### config.mk
export PLATFORM = sky130hd
export DESIGN_NAME = prm_edge_mask_accum
export DESIGN_NICKNAME = d
export VERILOG_FILES = /design/src/rtl/prm_pkg.sv /design/src/rtl/prm_popcount.sv /design/src/rtl/prm_edge_mask_accum.sv
export SDC_FILE = /design/constraint.sdc
export NUM_CORES = 1
export LEC_CHECK = 0
export ABC_AREA = 1
export CAP_MARGIN = 15
export CORE_ASPECT_RATIO = 1.75
export CORE_MARGIN = 1.5
export CORE_UTILIZATION = 40
export CTS_BUF_LIST = sky130_fd_sc_hd__clkbuf_4 sky130_fd_sc_hd__clkbuf_8
export DETAILED_ROUTE_END_ITERATION = 8
export MAX_ROUTING_LAYER = met4
export PLACE_DENSITY = 0.78
export RECOVER_POWER = 50
export SYNTH_ARGS = -nofsm -noshare
export SYNTH_HDL_FRONTEND = slang
export SYNTH_SLANG_ARGS = --single-unit
### constraint.sdc
create_clock -name clk -period 3.7 [get_ports clk]
set_input_delay 0.74 -clock clk [delete_from_list [all_inputs] [get_ports clk]]
set_output_delay 0.74 -clock clk [all_outputs]
set_load 0.03 [all_outputs]
### src/rtl/prm_pkg.sv
// Shared definitions for the PRM edge-checking blocks: accumulator state
// encoding, default sizing and the obstacle code width.
package prm_pkg;

    typedef enum logic [1:0] {
        ST_IDLE  = 2'd0,
        ST_ACCUM = 2'd1,
        ST_DRAIN = 2'd2,
        ST_DONE  = 2'd3
    } prm_state_t;

    localparam int PRM_NUM_EDGES  = 64;
    localparam int PRM_CNT_W      = 8;
    localparam int PRM_OBS_CODE_W = 15;

endpackage

### src/rtl/prm_popcount.sv
// Combinational population count of a WIDTH-bit vector.
module prm_popcount #(
    parameter int WIDTH = 64,
    localparam int CW   = $clog2(WIDTH + 1)
) (
    input  logic [WIDTH-1:0] vec,
    output logic [CW-1:0]    cnt
);

    always_comb begin
        cnt = '0;
        for (int i = 0; i < WIDTH; i++)
            cnt = cnt + CW'(vec[i]);
    end

endmodule

### src/rtl/prm_edge_mask_accum.sv
// ORs per-sample edge-blocked masks over an obstacle frame and hands the result
// off with valid/ready. Define PRM_EDGE_POPCNT_EN to build the free-edge count.
module prm_edge_mask_accum
    import prm_pkg::*;
#(
    parameter int NUM_EDGES = PRM_NUM_EDGES,
    parameter int CNT_W     = PRM_CNT_W,
    localparam int FC_W     = $clog2(NUM_EDGES + 1)
) (
    input  logic                 clk,
    input  logic                 rst,
    input  logic                 frame_start,
    input  logic                 obs_valid,
    output logic                 obs_ready,
    input  logic                 obs_last,
    input  logic [NUM_EDGES-1:0] edge_mask_in,
    output logic                 result_valid,
    input  logic                 result_ready,
    output logic [NUM_EDGES-1:0] blocked_mask,
    output logic [CNT_W-1:0]     obs_count,
    output logic                 sat,
    output logic [FC_W-1:0]      free_count
);

    localparam logic [CNT_W-1:0] CNT_MAX = '1;

    prm_state_t           state, state_nxt;
    logic                 accept;
    logic                 clr;
    logic                 vld_pipe;
    logic [NUM_EDGES-1:0] pipe_mask;

    assign obs_ready    = (state == ST_ACCUM);
    assign result_valid = (state == ST_DONE);
    assign accept       = obs_valid & obs_ready;

    always_ff @(posedge clk) begin
        if (rst) state <= ST_IDLE;
        else     state <= state_nxt;
    end

    // frame_start is honoured everywhere except a DONE result still waiting on its consumer
    always_comb begin
        state_nxt = state;
        clr       = 1'b0;
        case (state)
            ST_IDLE: begin
                if (frame_start) begin
                    state_nxt = ST_ACCUM;
                    clr       = 1'b1;
                end
            end
            ST_ACCUM: begin
                if (frame_start) begin
                    state_nxt = ST_ACCUM;
                    clr       = 1'b1;
                end else if (accept && obs_last) begin
                    state_nxt = ST_DRAIN;
                end
            end
            ST_DRAIN: begin
                if (frame_start) begin
                    state_nxt = ST_ACCUM;
                    clr       = 1'b1;
                end else begin
                    state_nxt = ST_DONE;
                end
            end
            ST_DONE: begin
                if (result_ready) begin
                    state_nxt = frame_start ? ST_ACCUM : ST_IDLE;
                    clr       = frame_start;
                end
            end
            default: state_nxt = ST_IDLE;
        endcase
    end

    always_ff @(posedge clk) begin
        if (rst || clr) begin
            blocked_mask <= '0;
            obs_count    <= '0;
            sat          <= 1'b0;
            vld_pipe     <= 1'b0;
            pipe_mask    <= '0;
        end else begin
            if (vld_pipe)
                blocked_mask <= blocked_mask | pipe_mask;
            vld_pipe <= accept;
            if (accept) begin
                pipe_mask <= edge_mask_in;
                if (obs_count == CNT_MAX) sat       <= 1'b1;
                else                      obs_count <= obs_count + 1'b1;
            end
        end
    end

`ifdef PRM_EDGE_POPCNT_EN
    // Count the mask as it will look in DONE, i.e. with the pending stage merged.
    logic [NUM_EDGES-1:0] merged_mask;
    logic [FC_W-1:0]      ones;

    assign merged_mask = blocked_mask | ({NUM_EDGES{vld_pipe}} & pipe_mask);

    prm_popcount #(.WIDTH(NUM_EDGES)) u_popcount (
        .vec (merged_mask),
        .cnt (ones)
    );

    always_ff @(posedge clk) begin
        if (rst || clr)
            free_count <= '0;
        else if (state == ST_DRAIN)
            free_count <= FC_W'(NUM_EDGES) - ones;
    end
`else
    assign free_count = '0;
`endif

endmodule

==> results of run 1 <==
==> final cells by class <==
cell class                 count  area, sq um
timing repair buffer         148         1480
inverter                      15         58.8
sequential                   140         2800
clock inverter                15          245
clock buffer                  17          234
multi-input combinational    399         1710
tap                          135          169
fill                        1056         4880
==> critical path: stages <==
cell	delay [ns]
dlygate4sd3_1	0.54
nand3_1	0.11
clkbuf_2	0.80
nor2_1	0.60
nand3_1	0.16
nor2_1	0.15
nor2_1	0.05
==> power groups by stage <==
stage	clock network (W)	registers [W]	logic, W
3_5_place_dp	0	0.00158	0.000236
5_1_grt	0.00155	0.00155	0.000256
4_1_cts	0.00147	0.00154	0.000237
3_3_place_gp	0	0.00158	0.000231
2_1_floorplan	0	0.00157	0.000136
6_report	0.00144	0.00154	0.000234
==> Yosys cell counts, types with 2 or more instances <==
cell type	number
inv_1	13
nor2_1	80
nand2_1	157
buf_6	2
clkbuf_1	15
a21oi_1	136
dfxtp_1	140
buf_4	8
buf_2	17
nand3_1	11
inv_2	2
==> worst paths after layout <==
path | slack (ns) | endpoint | cells past startpoint | start
hold reg to reg | 0.47 | pipe_mask[60]$_SDFFE_PP0P_ | 2 | pipe_mask[60]$_SDFFE_PP0P_
hold / removal | 0.47 | pipe_mask[60]$_SDFFE_PP0P_ | 2 | pipe_mask[60]$_SDFFE_PP0P_
setup reg to reg | 1.23 | obs_count[7]$_SDFFE_PP0P_ | 6 | state[0]$_SDFFE_PP0P_
setup / recovery | 0.86 | obs_count[7]$_SDFFE_PP0P_ | 7 | obs_valid
==> kinds of logic after synthesis <==
logic type,count (synthesis),synth area share [%]
flops,140,58.6
fa+ha+maj,1,0.262
buf+inv,57,5.86
compound gates,139,14.8
xor+xnor,1,0.183
simple gates,251,20.2
other cells,1,0.0784
==> metal layers <==
layer / vias to the layer above / track usage, %
met1: 2023 / 20.2
met3: 19 / 4.91
met5: - / -
li1: 2155 / -
met4: 0 / 8.55
met2: 130 / 35.7
==> sequential cells by signal, indices dropped and copies added, names as in the netlist <==
signal        flops
blocked_mask     64
obs_count         8
sat               1
vld_pipe          1
state             2
pipe_mask        64
==> stage by stage <==
stage | power, W | hold slack (ns) | cells | setup WS (ns) | instance area [sq um]
2_1_floorplan | 0.00171 | 0.441 | 596 | 2.13 | 4800
3_3_place_gp | 0.00181 | 0.452 | 837 | 1.26 | 6240
3_5_place_dp | 0.00182 | 0.455 | 837 | 1.18 | 6240
4_1_cts | 0.00325 | 0.467 | 869 | 1.19 | 6720
5_1_grt | 0.00335 | 0.485 | 869 | 0.679 | 6700
6_report | 0.00322 | 0.468 | 869 | 0.864 | 6700
==> out/results.tsv, run 1 <==
stage	metric	value	unit
hold_path	Hold WC Path Type	flop to flop	
power	Pint	0.00250	W
sta	RSZ-0062 raised after global routing	no	
worst_setup_path	Arrival @ worst endpoint	3.17	ns
sta	setup violators final	0	
layout	utilization after layout	57.9	%
cts	TritonCTS buffer count	17	
sta	Period Utilization, post-route	76.6	%
power	Seq pwr share	48.0	%
logic_synthesis	Post-Syn Area	0.00478	sq mm
drt	via density per instance	4.98	
sta	setup TNS	0	ns
drt	Max Used Layer	met4	
worst_setup_path	critical-path maximum fanout	67	
sta	Final Hold Viols	0	
sta	Slew @ Worst Pin	1.42	ns
cts	CTS tree	done	
drt	DRC viols	8	
sta	Tmin final	2.84	ns
power	Peak VDD IR	0.000371	V
cts	CTS H-tree depth	4	
grt	largest net degree at the start of global routing	74	
drt	met1 wire length	4490	um
drt	Vias	4327	
sta	max_slew headroom	5.63	%
logic_synthesis	Gate Count Post-Synth	590	
sta	achievable clock frequency	0.353	GHz
floorplanning	die area	0.0126	sq mm
layout	synth-to-layout area growth	40.1	%
drt	WL per Instance	13.8	um
place	I/O Buffers	144	
power	Switching Fraction	22.4	%
cts	Reg clk slew, reported paths	0.08	ns
logic_synthesis	post-synth top area share	58.6	%
drt	Antenna Violating Nets Remaining	0	
floorplanning	die span in x	85.7	um
grt	vias in the first global route	4190	
drt	routed wl met3	436	um
cts	CTS Buffer Depth	2	
drt	final wirelength	12000	um
job	maxcap violations	0	
worst_setup_path	Critical Path RT	4.03	ns
logic_synthesis	Async S/R FF share, synth	0	%
cts	postcts setup bufs	0	
sta	Final Max Tran Viols	0	
outcome	failing checks	design-rule violations	
grt	Remaining Overflow, GRT	0	
drt	met2 WL	6760	um
power	Power Dens Cells	480	mW/mm^2
logic_synthesis	sequential fraction of the synthesis area	58.6	%
cts	Root Driver	clkbuf_8	
power	P_leak	2.32	nW
outcome	status	finished with violations	
layout	nets	792	
logic_synthesis	yosys warns	0	
floorplanning	Top Ports	152	
place	hpwl dp	8240	um
grt	initial antenna violation count	0	
sta	Worst Skew	0.00935	ns
floorplanning	cell row count	52	
layout	share of layout cells above drive strength 1	5.31	%
logic_synthesis	largest cells by area after synthesis	dfxtp_1, a21oi_1, nand2_1	
floorplanning	Die Span Y	148	um
power	Psw	0.000720	W
grt	All-Layer GR Usage	19.9	%
drt	Pre-antenna DRT Iters	7	
layout	Ant. Diodes	0	
floorplanning	Core Area	0.0116	sq mm
grt	first-pass GRT wire length	19300	um
layout	commonest cells after routing, fill and taps aside	nand2_1, clkdlybuf4s50_1, dfxtp_1	
cts	Post-CTS Resized	0	
drt	DR iter-0 viols	213	
worst_setup_path	Setup CP Type	input pin to flop	
logic_synthesis	Syn Area/Cell	8.11	sq um
layout	most common cell after layout, fill and taps aside	nand2_1	
logic_synthesis	Post-synth EDFFs	0	
logic_synthesis	Yosys top cell by area	dfxtp_1	
logic_synthesis	Synth Register Bits	140	
place	Final GP Congestion	0.784	
cts	clk sink count	140	
cts	worst skew pair latency	0.43	ns
worst_setup_path	startpoint types	input pin	
logic_synthesis	Synth Flop Type	dfxtp_1	
floorplanning	Initial Utilization	41.3	%
power	Clk network pwr share	44.8	%
power	combinational power share	7.3	%
cts	cts hold-fix bufs	0	
logic_synthesis	Yosys cell types	20	
worst_setup_path	crit path capture type	flop	
Note: power is estimated with default switching activity, not from simulation.
==> inputs of run 2 (changes only) <==
- PLACE_DENSITY: 0.78 -> 0.8
- clock period: 3.7 -> 2.47 ns (I/O delays scaled with it)
==> run 2 against run 1 <==
Compared with the run above: the flow still finishes with violations (design-rule violations); first-iteration DRC count increased by 23%; global-route usage increased by 0.28 points; worst setup slack got worse by 0.62 ns; total power increased by 44%; flip-flop and latch count unchanged; final cell count increased by 0.35%; combinational power increased by 53%; clock power increased by 37%; sequential power increased by 50%; wire length increased by 1.2%; final area decreased by 0.19%; critical path depth decreased by 2; critical endpoint is now pipe_mask[53]$_SDFFE_PP0P_; highest routed layer unchanged.
==> out/results.tsv, run 2 (synthesized netlist as in run 1, its figures left out) <==
stage	metric	value	unit
outcome	status	finished with violations	
outcome	failing checks	design-rule violations	
cts	Post-CTS Resized	0	
grt	All-Layer GR Usage	20.2	%
sta	Slew @ Worst Pin	1.05	ns
floorplanning	Core Area	0.0116	sq mm
floorplanning	die span in x	85.7	um
drt	DR iter-0 viols	261	
sta	final worst slack	0.246	ns
power	Peak VDD IR	0.000371	V
sta	setup TNS	0	ns
grt	initial antenna violation count	0	
floorplanning	Top Ports	152	
job	maxcap violations	0	
layout	fillcell total	1053	
grt	vias in the first global route	4342	
floorplanning	cell row count	52	
sta	Final Hold Viols	0	
power	Power Dens Cells	695	mW/mm^2
cts	CTS H-tree depth	4	
sta	achievable clock frequency	0.450	GHz
sta	max_slew headroom	30.2	%
drt	DRC viols	10	
layout	utilization after layout	57.7	%
cts	Reg clk slew, reported paths	0.08	ns
power	Pint	0.00356	W
place	Final GP Congestion	0.823	
layout	commonest cells after routing, fill and taps aside	nand2_1, clkdlybuf4s50_1, dfxtp_1	
drt	via density per instance	4.93	
cts	CTS tree	done	
cts	cts hold-fix bufs	0	
hold_path	Hold WC Path Type	flop to flop	
sta	setup violators final	0	
power	combinational power share	7.7	%
layout	share of layout cells above drive strength 1	5.97	%
drt	Vias	4303	
floorplanning	Initial Utilization	41.3	%
floorplanning	Die Span Y	148	um
worst_setup_path	critical-path maximum fanout	56	
worst_setup_path	R2R depth	5	
power	Psw	0.00109	W
drt	Antenna Violating Nets Remaining	0	
grt	Remaining Overflow, GRT	0	
place	hpwl dp	8290	um
worst_setup_path	Arrival @ worst endpoint	2.55	ns
sta	Final Max Tran Viols	0	
power	Clk network pwr share	42.6	%
sta	Worst Skew	0.0129	ns
grt	largest net degree at the start of global routing	78	
cts	clk sink count	140	
sta	Tmin final	2.22	ns
layout	biggest regs	blocked_mask x64, pipe_mask x64, obs_count x8	
cts	worst skew pair latency	0.42	ns
cts	CTS Buffer Depth	2	
power	P_leak	2.33	nW
cts	Root Driver	clkbuf_8	
layout	nets	796	
layout	Ant. Diodes	0	
layout	most common cell after layout, fill and taps aside	nand2_1	
worst_setup_path	startpoint types	input pin	
grt	first-pass GRT wire length	19700	um
layout	synth-to-layout area growth	39.8	%
worst_setup_path	crit path capture type	flop	
place	I/O Buffers	144	
floorplanning	die area	0.0126	sq mm
worst_setup_path	Critical Path RT	2.80	ns
worst_setup_path	Setup CP Type	input pin to flop	
place	Place WS	0.374	ns
sta	RSZ-0062 raised after global routing	no	
drt	final wirelength	12100	um
sta	Period Utilization, post-route	90.1	%
power	Seq pwr share	49.7	%
cts	postcts setup bufs	0	
drt	Pre-antenna DRT Iters	8	
hold_path	Hold Path Stages	2	
power	Switching Fraction	23.4	%
drt	WL per Instance	13.9	um
cts	TritonCTS buffer count	17	
## run 2: changes by cell type in the layout (fill, tap and decap cells not counted)
cell and change:
clkdlybuf4s50_1 +1, buf_4 +4, bufinv_16 -2, inv_6 +3
dlygate4sd3_1 -1, inv_2 +1, clkinvlp_4 -2, clkbuf_2 -1
nand3_1 -1, clkinv_1 -1, clkinv_4 -1, nand3_2 +1
clkbuf_4 +2
## run 2: final timing paths
check | start | end | slack [ns]
worst max register to register | state[0]$_SDFFE_PP0P_ | pipe_mask[53]$_SDFFE_PP0P_ | 0.33
worst min-delay path | pipe_mask[10]$_SDFFE_PP0P_ | pipe_mask[10]$_SDFFE_PP0P_ | 0.47
worst max-delay path | frame_start | pipe_mask[53]$_SDFFE_PP0P_ | 0.25
worst min register to register | pipe_mask[10]$_SDFFE_PP0P_ | pipe_mask[10]$_SDFFE_PP0P_ | 0.47
## run 2: final cells by class
type | count | area [sq um] | share of cell area [%]
multi-input combinational | 399 | 1720 | 25.7
tap | 135 | 169 | 2.53
inverter | 15 | 58.8 | 0.879
clock inverter | 13 | 188 | 2.81
sequential | 140 | 2800 | 41.9
clock buffer | 18 | 241 | 3.61
timing repair buffer | 152 | 1510 | 22.6
## run 2: layer usage
| metal | GRT usage, % | vias to the layer above | wire length (um) |
|---|---|---|---|
| li1 | - | 2152 | - |
| met1 | 20.6 | 1996 | 4550 |
| met2 | 36.0 | 129 | 6650 |
| met3 | 4.47 | 26 | 547 |
| met4 | 9.52 | 0 | 367 |
| met5 | - | - | 0 |
## run 2: metrics by stage
stage | power (W) | cell area (sq um) | hold slack [ns] | cells
after floorplan | 0.00256 | 4800 | 0.441 | 596
after global routing | 0.00483 | 6690 | 0.489 | 872
final | 0.00465 | 6690 | 0.469 | 872
after global placement | 0.00272 | 6270 | 0.452 | 841
after CTS | 0.00469 | 6700 | 0.469 | 872
after detailed placement | 0.00273 | 6270 | 0.456 | 841
## run 2: power by group through the flow
| stage | sequential, W | combinational [W] | clock, W |
|---|---|---|---|
| floorplan | 0.00236 | 0.000204 | 0 |
| global placement | 0.00236 | 0.000355 | 0 |
| detailed placement | 0.00236 | 0.000362 | 0 |
| finish | 0.00231 | 0.000359 | 0.00198 |
| global route | 0.00232 | 0.000393 | 0.00212 |
| CTS | 0.00231 | 0.000364 | 0.00202 |
## run 2: critical path: stages
cell	delay, ns
dlygate4sd3_1	0.56
a21oi_1	0.51
inv_4	0.04
clkbuf_2	0.57
a21oi_1	0.34
